**src/rtl/nexys_starship_pkg.sv**
```systemverilog
// Shared definitions for the starship repair bank: state encodings and default sizing.
// No logic; constants and types only.
// Imported by the per-channel FSM and by the bank top level.
package nexys_starship_pkg;

  // One-hot channel state encodings
  localparam logic [2:0] ST_INIT    = 3'b001;
  localparam logic [2:0] ST_WORKING = 3'b010;
  localparam logic [2:0] ST_REPAIR  = 3'b100;

  // Default bank sizing
  localparam int DEF_NUM_CH  = 4;
  localparam int DEF_COMBO_W = 4;
  localparam int DEF_TIMEOUT = 1000;

  typedef enum logic [2:0] {
    S_INIT    = ST_INIT,
    S_WORKING = ST_WORKING,
    S_REPAIR  = ST_REPAIR
  } ch_state_e;

endpackage

```
**src/rtl/nexys_starship_repair_ch.sv**
```systemverilog
// One ship subsystem: INIT/WORKING/REPAIR FSM, latched repair combo, repair timer, sticky fail flag.
// Latency: every output is registered and reflects the inputs sampled on the previous rising edge.
// Backpressure: none; strobes are acted on in the cycle they are sampled and never held off.
module nexys_starship_repair_ch
  import nexys_starship_pkg::*;
#(
  parameter int COMBO_W = DEF_COMBO_W,
  parameter int TIMEOUT = DEF_TIMEOUT
) (
  input  logic               Clk,
  input  logic               Reset_n,
  input  logic               i_play,
  input  logic               i_gameover,
  input  logic               i_break,
  input  logic [COMBO_W-1:0] i_random_hex,
  input  logic [COMBO_W-1:0] i_hex_combo,
  input  logic               i_submit,
  input  logic               i_master,
  output logic [2:0]         o_state,
  output logic [COMBO_W-1:0] o_combo,
  output logic               o_fail,
  output logic               o_wrong
);

  localparam int TW = (TIMEOUT > 2) ? $clog2(TIMEOUT) : 1;

  ch_state_e          r_state;
  logic [COMBO_W-1:0] r_combo;
  logic [TW-1:0]      r_timer;
  logic               r_fail;
  logic               r_wrong;
  logic               w_repaired;

  // A channel is repaired by the master strobe or by a matching submission aimed at it
  assign w_repaired = i_master || (i_submit && (i_hex_combo == r_combo));

  // Channel FSM with combo latch, repair timer and sticky fail; gameover overrides everything
  always_ff @(posedge Clk or negedge Reset_n) begin
    if (!Reset_n) begin
      r_state <= S_INIT;
      r_combo <= '0;
      r_timer <= '0;
      r_fail  <= 1'b0;
      r_wrong <= 1'b0;
    end else begin
      r_wrong <= 1'b0;
      if (i_gameover) begin
        r_state <= S_INIT;
        r_combo <= '0;
        r_timer <= '0;
        r_fail  <= 1'b0;
      end else begin
        case (r_state)
          S_INIT: begin
            r_combo <= '0;
            r_timer <= '0;
            r_fail  <= 1'b0;
            if (i_play) r_state <= S_WORKING;
          end
          S_WORKING: begin
            if (i_break) begin
              r_state <= S_REPAIR;
              r_combo <= i_random_hex;
              r_timer <= '0;
            end
          end
          S_REPAIR: begin
            if (w_repaired) begin
              // Repair beats a simultaneous timeout: fail is left as it was
              r_state <= S_WORKING;
            end else begin
              if (i_submit) r_wrong <= 1'b1;
              // Timer saturates at TIMEOUT-1 so it never wraps while the channel sits broken
              if (r_timer != TW'(TIMEOUT - 1)) r_timer <= r_timer + TW'(1);
              if (r_timer == TW'(TIMEOUT - 2)) r_fail <= 1'b1;
            end
          end
          default: begin
            // Corrupted one-hot state falls back to a clean INIT
            r_state <= S_INIT;
            r_combo <= '0;
            r_timer <= '0;
            r_fail  <= 1'b0;
          end
        endcase
      end
    end
  end

  assign o_state = r_state;
  assign o_combo = r_combo;
  assign o_fail  = r_fail;
  assign o_wrong = r_wrong;

endmodule

```
**src/rtl/nexys_starship_repair_bank.sv**
```systemverilog
// Bank of NUM_CH repair channels: submit decode, master-repair fan-out, wrong-attempt merge, broken count.
// Latency: state outputs one edge after the triggering inputs; broken_count is combinational from broken.
// Backpressure: none; all strobes are single-cycle events consumed immediately.
module nexys_starship_repair_bank
  import nexys_starship_pkg::*;
#(
  parameter  int NUM_CH  = DEF_NUM_CH,
  parameter  int COMBO_W = DEF_COMBO_W,
  parameter  int TIMEOUT = DEF_TIMEOUT,
  localparam int SEL_W   = (NUM_CH > 1) ? $clog2(NUM_CH) : 1,
  localparam int CNT_W   = $clog2(NUM_CH + 1)
) (
  input  logic                       Clk,
  input  logic                       Reset_n,
  input  logic                       play_flag,
  input  logic                       gameover_ctrl,
  input  logic [NUM_CH-1:0]          break_req,
  input  logic [COMBO_W-1:0]         random_hex,
  input  logic [COMBO_W-1:0]         hex_combo,
  input  logic [SEL_W-1:0]           sel,
  input  logic                       BtnU,
  input  logic                       BtnR,
  output logic [NUM_CH-1:0]          broken,
  output logic [NUM_CH*COMBO_W-1:0]  combo,
  output logic [NUM_CH-1:0]          fail,
  output logic                       wrong_attempt,
  output logic [CNT_W-1:0]           broken_count,
  output logic [NUM_CH-1:0]          q_Init,
  output logic [NUM_CH-1:0]          q_Working,
  output logic [NUM_CH-1:0]          q_Repair
);

  logic [NUM_CH-1:0] w_submit;
  logic [NUM_CH-1:0] w_wrong;
  logic [2:0]        w_state [NUM_CH];
  logic [CNT_W-1:0]  w_cnt;

  for (genvar g = 0; g < NUM_CH; g++) begin : g_ch
    // Out-of-range sel values match no channel, so such submissions vanish
    assign w_submit[g] = BtnU && (sel == SEL_W'(g));

    nexys_starship_repair_ch #(
      .COMBO_W (COMBO_W),
      .TIMEOUT (TIMEOUT)
    ) u_ch (
      .Clk          (Clk),
      .Reset_n      (Reset_n),
      .i_play       (play_flag),
      .i_gameover   (gameover_ctrl),
      .i_break      (break_req[g]),
      .i_random_hex (random_hex),
      .i_hex_combo  (hex_combo),
      .i_submit     (w_submit[g]),
      .i_master     (BtnR),
      .o_state      (w_state[g]),
      .o_combo      (combo[g*COMBO_W +: COMBO_W]),
      .o_fail       (fail[g]),
      .o_wrong      (w_wrong[g])
    );

    assign q_Init[g]    = w_state[g][0];
    assign q_Working[g] = w_state[g][1];
    assign q_Repair[g]  = w_state[g][2];
    assign broken[g]    = w_state[g][2];
  end

  assign wrong_attempt = |w_wrong;

  // Population count of the registered broken bits
  always_comb begin
    w_cnt = '0;
    for (int k = 0; k < NUM_CH; k++) w_cnt = w_cnt + CNT_W'(broken[k]);
  end

  assign broken_count = w_cnt;

endmodule

```
**config.mk**
```make
export PLATFORM = sky130hd
export DESIGN_NAME = nexys_starship_repair_bank
export DESIGN_NICKNAME = d
export VERILOG_FILES = /design/src/rtl/nexys_starship_pkg.sv /design/src/rtl/nexys_starship_repair_ch.sv /design/src/rtl/nexys_starship_repair_bank.sv
export SDC_FILE = /design/constraint.sdc
export NUM_CORES = 1
export LEC_CHECK = 0
export CORE_MARGIN = 8
export CORE_UTILIZATION = 50
export CTS_BUF_LIST = sky130_fd_sc_hd__clkbuf_8 sky130_fd_sc_hd__clkbuf_16
export DETAILED_ROUTE_END_ITERATION = 12
export HOLD_SLACK_MARGIN = 0.03
export MAX_ROUTING_LAYER = met4
export PLACE_DENSITY = 0.77
export SLEW_MARGIN = 20
export SYNTH_ARGS = -nofsm -noshare
export SYNTH_HDL_FRONTEND = slang
export SYNTH_SLANG_ARGS = --single-unit
```
**constraint.sdc**
```tcl
create_clock -name Clk -period 1.85 [get_ports Clk]
set_input_delay 0.4625 -clock Clk [delete_from_list [all_inputs] [get_ports Clk]]
set_output_delay 0.4625 -clock Clk [all_outputs]
set_load 0.03 [all_outputs]
```
==> run metrics <==
top cell type's share of synthesized area=0.4145; largest net degree at the start of global routing=33; distinct cell type count after synthesis=67; fin. max-slew vios=0; clock period minus worst slack=2339 ps; initial core utilization=0.5058; fraction of layout cells with a size suffix above 1=0.2941; # rows=34; post-DP HPWL=8814 um; post-synthesis area per instance=9.574 um^2; clock tree sinks=76; IO Pins=60; fill cell count=598; via count=4338; # diodes=0; maximum VDD drop=0.3703 mV; crit-path max FO=2; overall power=3639 uW; Clock Tree Buf Depth=2; Layout Utilization=0.7169; Final Cycle Share=1.264; synth top area cells=dfrtp_1 41%, a22o_1 3.6%, nand2_1 3.4%; failing checks=negative setup slack; GR Overflow Total=0; Routed Wire Length=13400 um; Slew @ Worst Pin=445.7 ps; synthesized net count=485; CP arrival=1880 ps; vias in the first global route=4168; Yosys reg bits=76; CP max-delay cell=fa_1; power density over the cells=590.6 mW/mm^2; slowest stage delay, CP=540 ps; sequential fraction of the synthesis area=0.4387; final setup fails=5; global-route wire length before repair=21180 um; DR DRC count=0; Pre-Repair DR Iteration Count=4; gate count of the mapped netlist=454; area of the multi-input gates=0.002545 mm^2; Worst Setup End Kind=primary output; ys flop type=dfrtp_1; full die area=0.01193 mm^2; ratio of routed vias to standard cells=6.171; yosys warns=0; Maximum Capacitance Violations=0; Root Driver=clkbuf_8; final worst setup slack=-488.8 ps; Max transition margin=0.7029; Port Buffers=59; TritonCTS Buffers=9; TritonCTS clock tree=done; final setup skew=10.25 ps; worst hold path class=in -> reg; Hold WS=432.1 ps; storage element area=0.001914 mm^2; GPL Wtd Cong=0.9413; Die Y-Extent=109.2 um; Fmax=427.6 MHz; CTS H-tree depth=3; number of routed nets with antenna violations=0; WS Path Type=reg -> out; Synth-to-Final Area Change=41.74%; CORE AREA=0.008593 mm^2; Initial DRC Count=239; number of flops mapped to enable cells by yosys=0; Worst-path clk slew=80 ps; Final nets=621; CP Launch Type=flop; Clk Latency, worst-skew pair=360 ps; Final Hold Vio Count=0; cells along the critical path=inv_2 > fa_1 > inv_2 > ha_4 > ha_4 > buf_6; Synth Cell Area=0.004347 mm^2; RSZ-0062 raised after global routing=true; non-filler cells, final=703; CP Data Required Time=1390 ps; post-synth top area cell=dfrtp_1; antenna violations before repair=0; placed cells=662; status=finished, violations left; DR WL/cell=19.06 um; Die Width=109.2 um; All-Layer GR Usage=0.2304; Lkg Pwr=0.002860 uW; asr flop ratio synth=1.000
cells by family after synthesis:
group           share of synthesized area
simple gates                       0.2121
compound gates                     0.2245
flops                              0.4387
buf+inv                           0.04605
xor+xnor                          0.04030
fa+ha+maj                         0.03339
mux                              0.004893
state kept, by name, summed over array words and instances, names as in the netlist:
name and cells:
g_ch.u_ch.o_combo 16, g_ch.u_ch.o_fail 4, g_ch.u_ch.o_wrong 4, g_ch.u_ch.o_state 12
g_ch.u_ch.r_timer 40
per-layer routing:
layer / routed length [um] / share of wire / up-vias / GRT usage
met5: 0 / 0 / - / -
met4: 333 / 0.025 / 0 / 0.1013
met3: 883 / 0.066 / 32 / 0.03546
met2: 6395 / 0.48 / 189 / 0.3488
met1: 5788 / 0.43 / 2140 / 0.3001
li1: - / - / 1977 / -
critical path: cells and delay by family, from the launching register on:
family / cells / cell delay (ps)
flops: 1 / 370
fa+ha+maj: 3 / 940
buf+inv: 3 / 220
power by group:
group,internal [uW],total (uW),switching [uW]
registers,1680,1710,26.3
clock network,867,1510,642
logic,182,421,239
through the flow:
step | setup slack, ps | cell area (um^2) | TNS [ps]
final | -488.8 | 6161 | -1263
after CTS | -504.7 | 5909 | -1283
after global routing | -535.5 | 6161 | -1883
after floorplan | -195.7 | 4476 | -324.7
after detailed placement | -683.7 | 5543 | -30020
after global placement | -611.9 | 5543 | -27600
placed cells by master, fill, tap and decap left out, types with 9 or more instances in the layout:
cell             instances
a21oi_1                 10
a22o_1                  18
a31oi_1                 15
and3_1                  10
buf_4                   82
clkbuf_8                12
clkdlybuf4s50_1          9
dfrtp_1                 66
dlygate4sd2_1           33
inv_1                   15
nand2_1                 38
nand3_1                 21
nor2_1                  20
nor3_1                  21
o22a_1                   9
xor2_1                  10
cells in the mapped netlist, drive strengths merged, types with 2 or more instances:
cell type	n
nor3b	3
inv	19
a31o	3
o21ai	11
and3	10
o32ai	3
ha	10
o2bb2ai	4
xor2	13
clkbuf	8
nor2b	4
a21o	4
o311ai	5
nand2	39
nand2b	6
a22o	18
or2	4
o22a	9
xnor2	7
buf	15
dfrtp	72
a21boi	4
dfstp	4
a41oi	5
o21a	8
a2bb2oi	3
and2	8
a21oi	11
or4	4
nor4b	4
o211ai	2
nor2	23
nand3	22
nor3	27
nor4	10
nand4	5
o31ai	2
and4	2
a22oi	5
a31oi	16
a221o	2
o31a	3
worst paths after layout:
check                                               startpoint                                   to  slack (ps)  depth (start not counted)
max                        g_ch[1].u_ch.o_state[2]$_DFFE_PN0P_                      broken_count[1]        -490                          6
min                                              gameover_ctrl  g_ch[0].u_ch.o_state[2]$_DFFE_PN0P_         430                          3
max reg2reg                g_ch[2].u_ch.o_state[2]$_DFFE_PN0P_  g_ch[2].u_ch.r_timer[9]$_DFFE_PN0P_         -30                          5
min reg2reg                    g_ch[1].u_ch.o_fail$_DFFE_PN0P_      g_ch[1].u_ch.o_fail$_DFFE_PN0P_         500                          1
max in group asynchronous                              Reset_n  g_ch[2].u_ch.o_state[0]$_DFFE_PN1P_         620                          3
min in group asynchronous                              Reset_n  g_ch[0].u_ch.r_timer[8]$_DFFE_PN0P_         560                          2
cell type report:
cell class	count	share of cell area
Multi-Input combinational cell	337	0.4131
Inverter	19	0.01198
Clock inverter	4	0.01158
Sequential cell	76	0.3107
Tap cell	108	0.02193
Clock buffer	12	0.02681
Timing Repair Buffer	147	0.2039
what timing repair did:
item | in CTS | in global routing
resized for setup | 74 | 40
hold buffers | 1 | 0
setup buffers | 10 | 14
endpoints found under the hold margin | 4 | 0
setup endpoints to repair | 88 | 44
cloned | 1 | 0
pin swaps | 10 | 14
Power figures use the tool's default switching activity.
